==> config.mk <==
export PLATFORM = sky130hd
export DESIGN_NAME = gpio_hex_bridge
export DESIGN_NICKNAME = d
export VERILOG_FILES = /design/src/rtl/gpio_hex_bridge.sv
export SDC_FILE = /design/constraint.sdc
export NUM_CORES = 1
export LEC_CHECK = 0
export ABC_CLOCK_PERIOD_IN_PS = 2500
export BUFFER_PORTS_ARGS = -buffer_cell sky130_fd_sc_hd__buf_2
export CORE_ASPECT_RATIO = 1.25
export CORE_MARGIN = 2
export CORE_UTILIZATION = 58
export CTS_BUF_LIST = sky130_fd_sc_hd__clkbuf_16
export DETAILED_ROUTE_END_ITERATION = 12
export GPL_TIMING_DRIVEN = 1
export MAX_ROUTING_LAYER = met4
export PLACE_DENSITY = 0.92
export SETUP_SLACK_MARGIN = 0.15
export SYNTH_ARGS = -nofsm -noshare
export SYNTH_HDL_FRONTEND = slang
export SYNTH_SLANG_ARGS = --single-unit
export TNS_END_PERCENT = 5
==> constraint.sdc <==
create_clock -name clk -period 2.5 [get_ports clk]
set_input_delay 0.5 -clock clk [delete_from_list [all_inputs] [get_ports clk]]
set_output_delay 0.5 -clock clk [all_outputs]
set_load 0.02 [all_outputs]
==> src/rtl/gpio_hex_bridge.sv <==
// GPIO bridge: shows the CPU's GPIO output word in decimal on eight active-low
// seven-segment digits, and returns the synchronized slide switches as the
// GPIO input word. An iterative double-dabble converter handles the binary to
// BCD conversion, one bit per clock.
module gpio_hex_bridge #(
    parameter int SYNC_STAGES = 2,
    parameter int SW_WIDTH    = 18,
    parameter int BIN_BITS    = 27
) (
    input  logic                clk,
    input  logic                res_n,
    input  logic [31:0]         gpio_out,
    input  logic [SW_WIDTH-1:0] sw,
    output logic [31:0]         gpio_in,
    output logic [6:0]          hex0,
    output logic [6:0]          hex1,
    output logic [6:0]          hex2,
    output logic [6:0]          hex3,
    output logic [6:0]          hex4,
    output logic [6:0]          hex5,
    output logic [6:0]          hex6,
    output logic [6:0]          hex7,
    output logic                busy
);

    localparam int          CNT_W   = $clog2(BIN_BITS);
    localparam logic [31:0] MAX_DEC = 32'd99_999_999;
    localparam logic [6:0]  SEG_BLANK = 7'h7F;
    localparam logic [6:0]  SEG_DASH  = 7'b0111111;
    localparam logic [6:0]  SEG_ZERO  = 7'b1000000;

    typedef enum logic [1:0] {IDLE, SHIFT, DONE} state_t;

    // Segment pattern for one decimal digit, active-low {g,f,e,d,c,b,a}.
    function automatic logic [6:0] seg7(input logic [3:0] d);
        case (d)
            4'd0:    seg7 = 7'b1000000;
            4'd1:    seg7 = 7'b1111001;
            4'd2:    seg7 = 7'b0100100;
            4'd3:    seg7 = 7'b0110000;
            4'd4:    seg7 = 7'b0011001;
            4'd5:    seg7 = 7'b0010010;
            4'd6:    seg7 = 7'b0000010;
            4'd7:    seg7 = 7'b1111000;
            4'd8:    seg7 = 7'b0000000;
            4'd9:    seg7 = 7'b0010000;
            default: seg7 = SEG_BLANK;
        endcase
    endfunction

    logic [SW_WIDTH-1:0] sync_q [SYNC_STAGES];

    state_t              state_q;
    logic [31:0]         last_val_q;
    logic                ovf_q;
    logic [BIN_BITS-1:0] bin_q;
    logic [31:0]         bcd_q;
    logic [CNT_W-1:0]    cnt_q;
    logic [6:0]          hex_q [8];

    logic [31:0]         bcd_adj_d;
    logic [6:0]          seg_d [8];
    logic                lead_d;

    // Switch synchronizer chain; the last stage feeds the CPU.
    always_ff @(posedge clk or negedge res_n) begin
        if (!res_n) begin
            for (int i = 0; i < SYNC_STAGES; i++) sync_q[i] <= '0;
        end else begin
            // NOTE: non-blocking assignments make every stage sample the
            // previous stage's old value, giving a true SYNC_STAGES-deep chain.
            sync_q[0] <= sw;
            for (int i = 1; i < SYNC_STAGES; i++) sync_q[i] <= sync_q[i-1];
        end
    end

    assign gpio_in = {{(32-SW_WIDTH){1'b0}}, sync_q[SYNC_STAGES-1]};

    // Double-dabble correction: every BCD nibble >= 5 gets +3 before the shift.
    always_comb begin
        // NOTE: the default assignment up front keeps this block latch-free.
        bcd_adj_d = bcd_q;
        for (int i = 0; i < 8; i++) begin
            if (bcd_q[4*i +: 4] >= 4'd5) bcd_adj_d[4*i +: 4] = bcd_q[4*i +: 4] + 4'd3;
        end
    end

    // Segment image of the finished BCD value, with leading-zero blanking.
    always_comb begin
        lead_d = 1'b1;
        for (int i = 7; i >= 0; i--) begin
            seg_d[i] = SEG_BLANK;
            if (ovf_q) begin
                seg_d[i] = SEG_DASH;
            end else if (lead_d && bcd_q[4*i +: 4] == 4'd0 && i != 0) begin
                seg_d[i] = SEG_BLANK;
            end else begin
                lead_d   = 1'b0;
                seg_d[i] = seg7(bcd_q[4*i +: 4]);
            end
        end
    end

    // Conversion FSM: capture on change, shift BIN_BITS times, then load the display.
    always_ff @(posedge clk or negedge res_n) begin
        if (!res_n) begin
            state_q    <= IDLE;
            last_val_q <= '0;
            ovf_q      <= 1'b0;
            bin_q      <= '0;
            bcd_q      <= '0;
            cnt_q      <= '0;
            hex_q[0]   <= SEG_ZERO;
            for (int i = 1; i < 8; i++) hex_q[i] <= SEG_BLANK;
        end else begin
            case (state_q)
                IDLE: begin
                    if (gpio_out != last_val_q) begin
                        last_val_q <= gpio_out;
                        ovf_q      <= (gpio_out > MAX_DEC);
                        bin_q      <= gpio_out[BIN_BITS-1:0];
                        bcd_q      <= '0;
                        cnt_q      <= '0;
                        state_q    <= SHIFT;
                    end
                end
                SHIFT: begin
                    bcd_q <= {bcd_adj_d[30:0], bin_q[BIN_BITS-1]};
                    bin_q <= {bin_q[BIN_BITS-2:0], 1'b0};
                    cnt_q <= cnt_q + 1'b1;
                    if (cnt_q == CNT_W'(BIN_BITS - 1)) state_q <= DONE;
                end
                DONE: begin
                    for (int i = 0; i < 8; i++) hex_q[i] <= seg_d[i];
                    state_q <= IDLE;
                end
                default: state_q <= IDLE;
            endcase
        end
    end

    assign busy = (state_q != IDLE);

    assign hex0 = hex_q[0];
    assign hex1 = hex_q[1];
    assign hex2 = hex_q[2];
    assign hex3 = hex_q[3];
    assign hex4 = hex_q[4];
    assign hex5 = hex_q[5];
    assign hex6 = hex_q[6];
    assign hex7 = hex_q[7];

endmodule

==> reports/results.ini <==
[sta]
setup-tns-final_ns=0
clock.fmax_ghz=0.434
clock_skew_ns=0.00683
period_needed_ns=2.31
timing.final.crit_share=0.922
rsz0062_at_grt=true
worst_slew_pin_slew_ns=0.562
finalMaxSlewViolations=0
finalSetupViolations=0
relSlewSlack=0.622
finalHoldWorstSlack_ns=0.0949
hold_viol=0
fin_ws_ns=0.195

[drt]
avgViaCountPerCell=5.79
post_drt_wl_per_cell_um=16.9
routed_wirelength_um=21400
drc=0
ant_nets=0
vias=7305
drt_iter0_markers=527
dr.pass1.iters=5

[critical_path]
worst_path_most_repeated_cell=o21ai_0
critical_path_class=reg2reg
required_ns=2.87
endpoint_kind=register
cp_top_family=compound AO/OA/AOI/OAI gates
slowest_stage=dfrtp_1
r2r_cells=8
critPathBufInv=2
critPathMaxFanout=6
path_cells=inv_1 -> ha_1 -> nor3b_2 -> buf_4 -> o21ai_0 -> o21ba_2 -> o21ai_0 -> o22a_1
critical_path_depth=8
arrival_ns=2.67
slowest_delay_ns=0.43
worstSetupStartpointType=register

[clock_tree]
clock-root-buffer=clkbuf_16
cts_buffers=17
cts_tree=yes
clock_latency_ns=0.43
path_clk_slew_ns=0.07
clock-sinks=191
clockBufferDepth=2
htreeDepth=4

[layout]
layout_common_cells=141 x dfrtp_1, 125 x buf_2, 83 x nor2_1, 70 x a21oi_1, 64 x nand2_1
layout_commonest_cell=dfrtp_1
num_antenna_cells=0
fill_cells=1192
final_nets=1129
drive_above_1_share=0.272
syn2layout_area_growth_pct=15.0

[global_routing]
grt_pass1_wl_um=35000
grt_max_degree=70
grt_pass1_vias=7182
antenna_found_initial=0
grt-ovfl-total=0
grt_use_total=0.258

[yosys]
async_flop_share=1.00
synth_ff_type=dfrtp_1
seq_area_frac_synth=0.505
synth_edf_count=0
synth_area_sq_um=9590
avgSynthCellArea_sq_um=10.4
ys_seq_elements=191
synthCells=920
synth_cell_types=56
ys_warn_count=0

[placement]
hpwlAfterDp_um=14800
port_buffers=126
dp_slack_ns=0.132
place.gp.congestion=0.926

[min_path]
min_path_type=in2async

[die]
rows=52
num_io_pins=141
fp.dieArea_sq_um=17600
die_y_um=148
start_util=0.592
core-area_sq_um=16200
die_w_um=119

[power]
ir_drop_v=0.000479
p_int_mw=6.05
p_leak_nw=5.01
power_density_nw_per_um2=813
p_clk_frac=0.321
switching_share=0.325
pwr-share-comb=0.261
switchingPower_mw=2.92
p_seq_frac=0.418

[run]
cap_violations=0

[run_status]
status=completed

==> cells in the mapped netlist, types with 6 or more instances <==
| master | count | area share |
|---|---|---|
| o21a_1 | 7 | 0.0055 |
| o22ai_1 | 25 | 0.016 |
| nor4_1 | 12 | 0.0078 |
| a31oi_1 | 16 | 0.010 |
| ha_1 | 44 | 0.057 |
| o22a_1 | 10 | 0.0091 |
| xor2_1 | 35 | 0.032 |
| o31ai_1 | 8 | 0.0063 |
| o32a_1 | 8 | 0.0084 |
| mux2_2 | 34 | 0.040 |
| buf_4 | 38 | 0.030 |
| and2_1 | 29 | 0.019 |
| dfstp_2 | 50 | 0.14 |
| nand2b_1 | 13 | 0.0085 |
| o21ai_0 | 46 | 0.024 |
| a21o_1 | 6 | 0.0047 |
| xnor2_1 | 9 | 0.0082 |
| nor2_1 | 83 | 0.032 |
| dfrtp_1 | 141 | 0.37 |
| a21oi_1 | 71 | 0.037 |
| inv_1 | 36 | 0.014 |
| nor3_1 | 8 | 0.0042 |
| clkbuf_1 | 37 | 0.014 |
| a221o_1 | 26 | 0.027 |
| nand2_1 | 64 | 0.025 |
==> layer usage <==
layer  vias to the layer above  wire length (um)  track usage
met1                      3524              8490        0.308
met2                       291             10900        0.424
met3                        64              1190       0.0448
li1                       3426                 -            -
met4                         0               822        0.125
met5                         -                 0            -
==> cell type report <==
cell class / count / area (sq um) / share of cell area
flip-flops and latches: 191 / 4840 / 0.439
inverters: 36 / 135 / 0.0123
clock buffers: 17 / 425 / 0.0386
repair buffers: 162 / 960 / 0.0870
clock inverters: 15 / 200 / 0.0182
well taps: 216 / 270 / 0.0245
multi-input cells: 625 / 4200 / 0.380
==> registers in the layout, indices dropped and copies added, names as in the netlist, 18 cells and up <==
signal / cells
bcd_q: 32
bin_q: 27
gpio_in: 18
last_val_q: 32
sync_q: 18
==> power by group through the flow <==
| stage | logic, mW | registers (mW) | clock network (mW) |
|---|---|---|---|
| 3_3_place_gp | 2.19 | 3.77 | 0 |
| 4_1_cts | 2.32 | 3.74 | 2.92 |
| 2_1_floorplan | 1.88 | 3.57 | 0 |
| 3_5_place_dp | 2.28 | 3.79 | 0 |
| 5_1_grt | 2.66 | 3.80 | 3.06 |
| 6_report | 2.34 | 3.75 | 2.88 |
==> path summary, 6_finish.rpt <==
path | start | end | slack, ns
worst max-delay path | bcd_q[29] | hex6[1] | 0.19
worst min-delay path | res_n | bcd_q[30] | 0.09
worst max register to register | bcd_q[29] | hex6[1] | 0.19
worst min register to register | sync_q[34] | gpio_in[16] | 0.35
max in group asynchronous | res_n | last_val_q[21] | 1.72
min in group clk | sw[12] | sync_q[30] | 0.17
==> cell families after synthesis <==
kind of cell / share of synthesized area
AOI/OAI and AO/OA: 0.173
and+or+nand+nor: 0.119
DFF: 0.505
buffers and inverters: 0.0639
adders and majority gates: 0.0574
xor gates and xnor gates: 0.0402
muxes: 0.0410
other: 0.000391
==> worst reg2reg max path: stages (launching register included) <==
cell	delay (ns)
dfrtp_1	0.43
inv_1	0.14
ha_1	0.27
nor3b_2	0.25
buf_4	0.16
o21ai_0	0.16
o21ba_2	0.25
o21ai_0	0.36
o22a_1	0.22
==> what timing repair did <==
action	CTS	global route
hold buffers	0	0
endpoints found under the setup margin	0	8
hold endpoints to repair	0	0
resized for setup	0	1
buffers inserted	0	0
==> stage by stage <==
step | total power [mW] | std cells | utilization | instance area (sq um)
after floorplan | 5.45 | 933 | - | 9640
after global placement | 5.97 | 1230 | 0.642 | 10400
after detailed placement | 6.07 | 1230 | 0.642 | 10400
after CTS | 8.98 | 1262 | 0.681 | 11000
after global routing | 9.52 | 1262 | 0.681 | 11000
final | 8.97 | 1262 | 0.681 | 11000
Note: power is estimated with default switching activity, not from simulation.
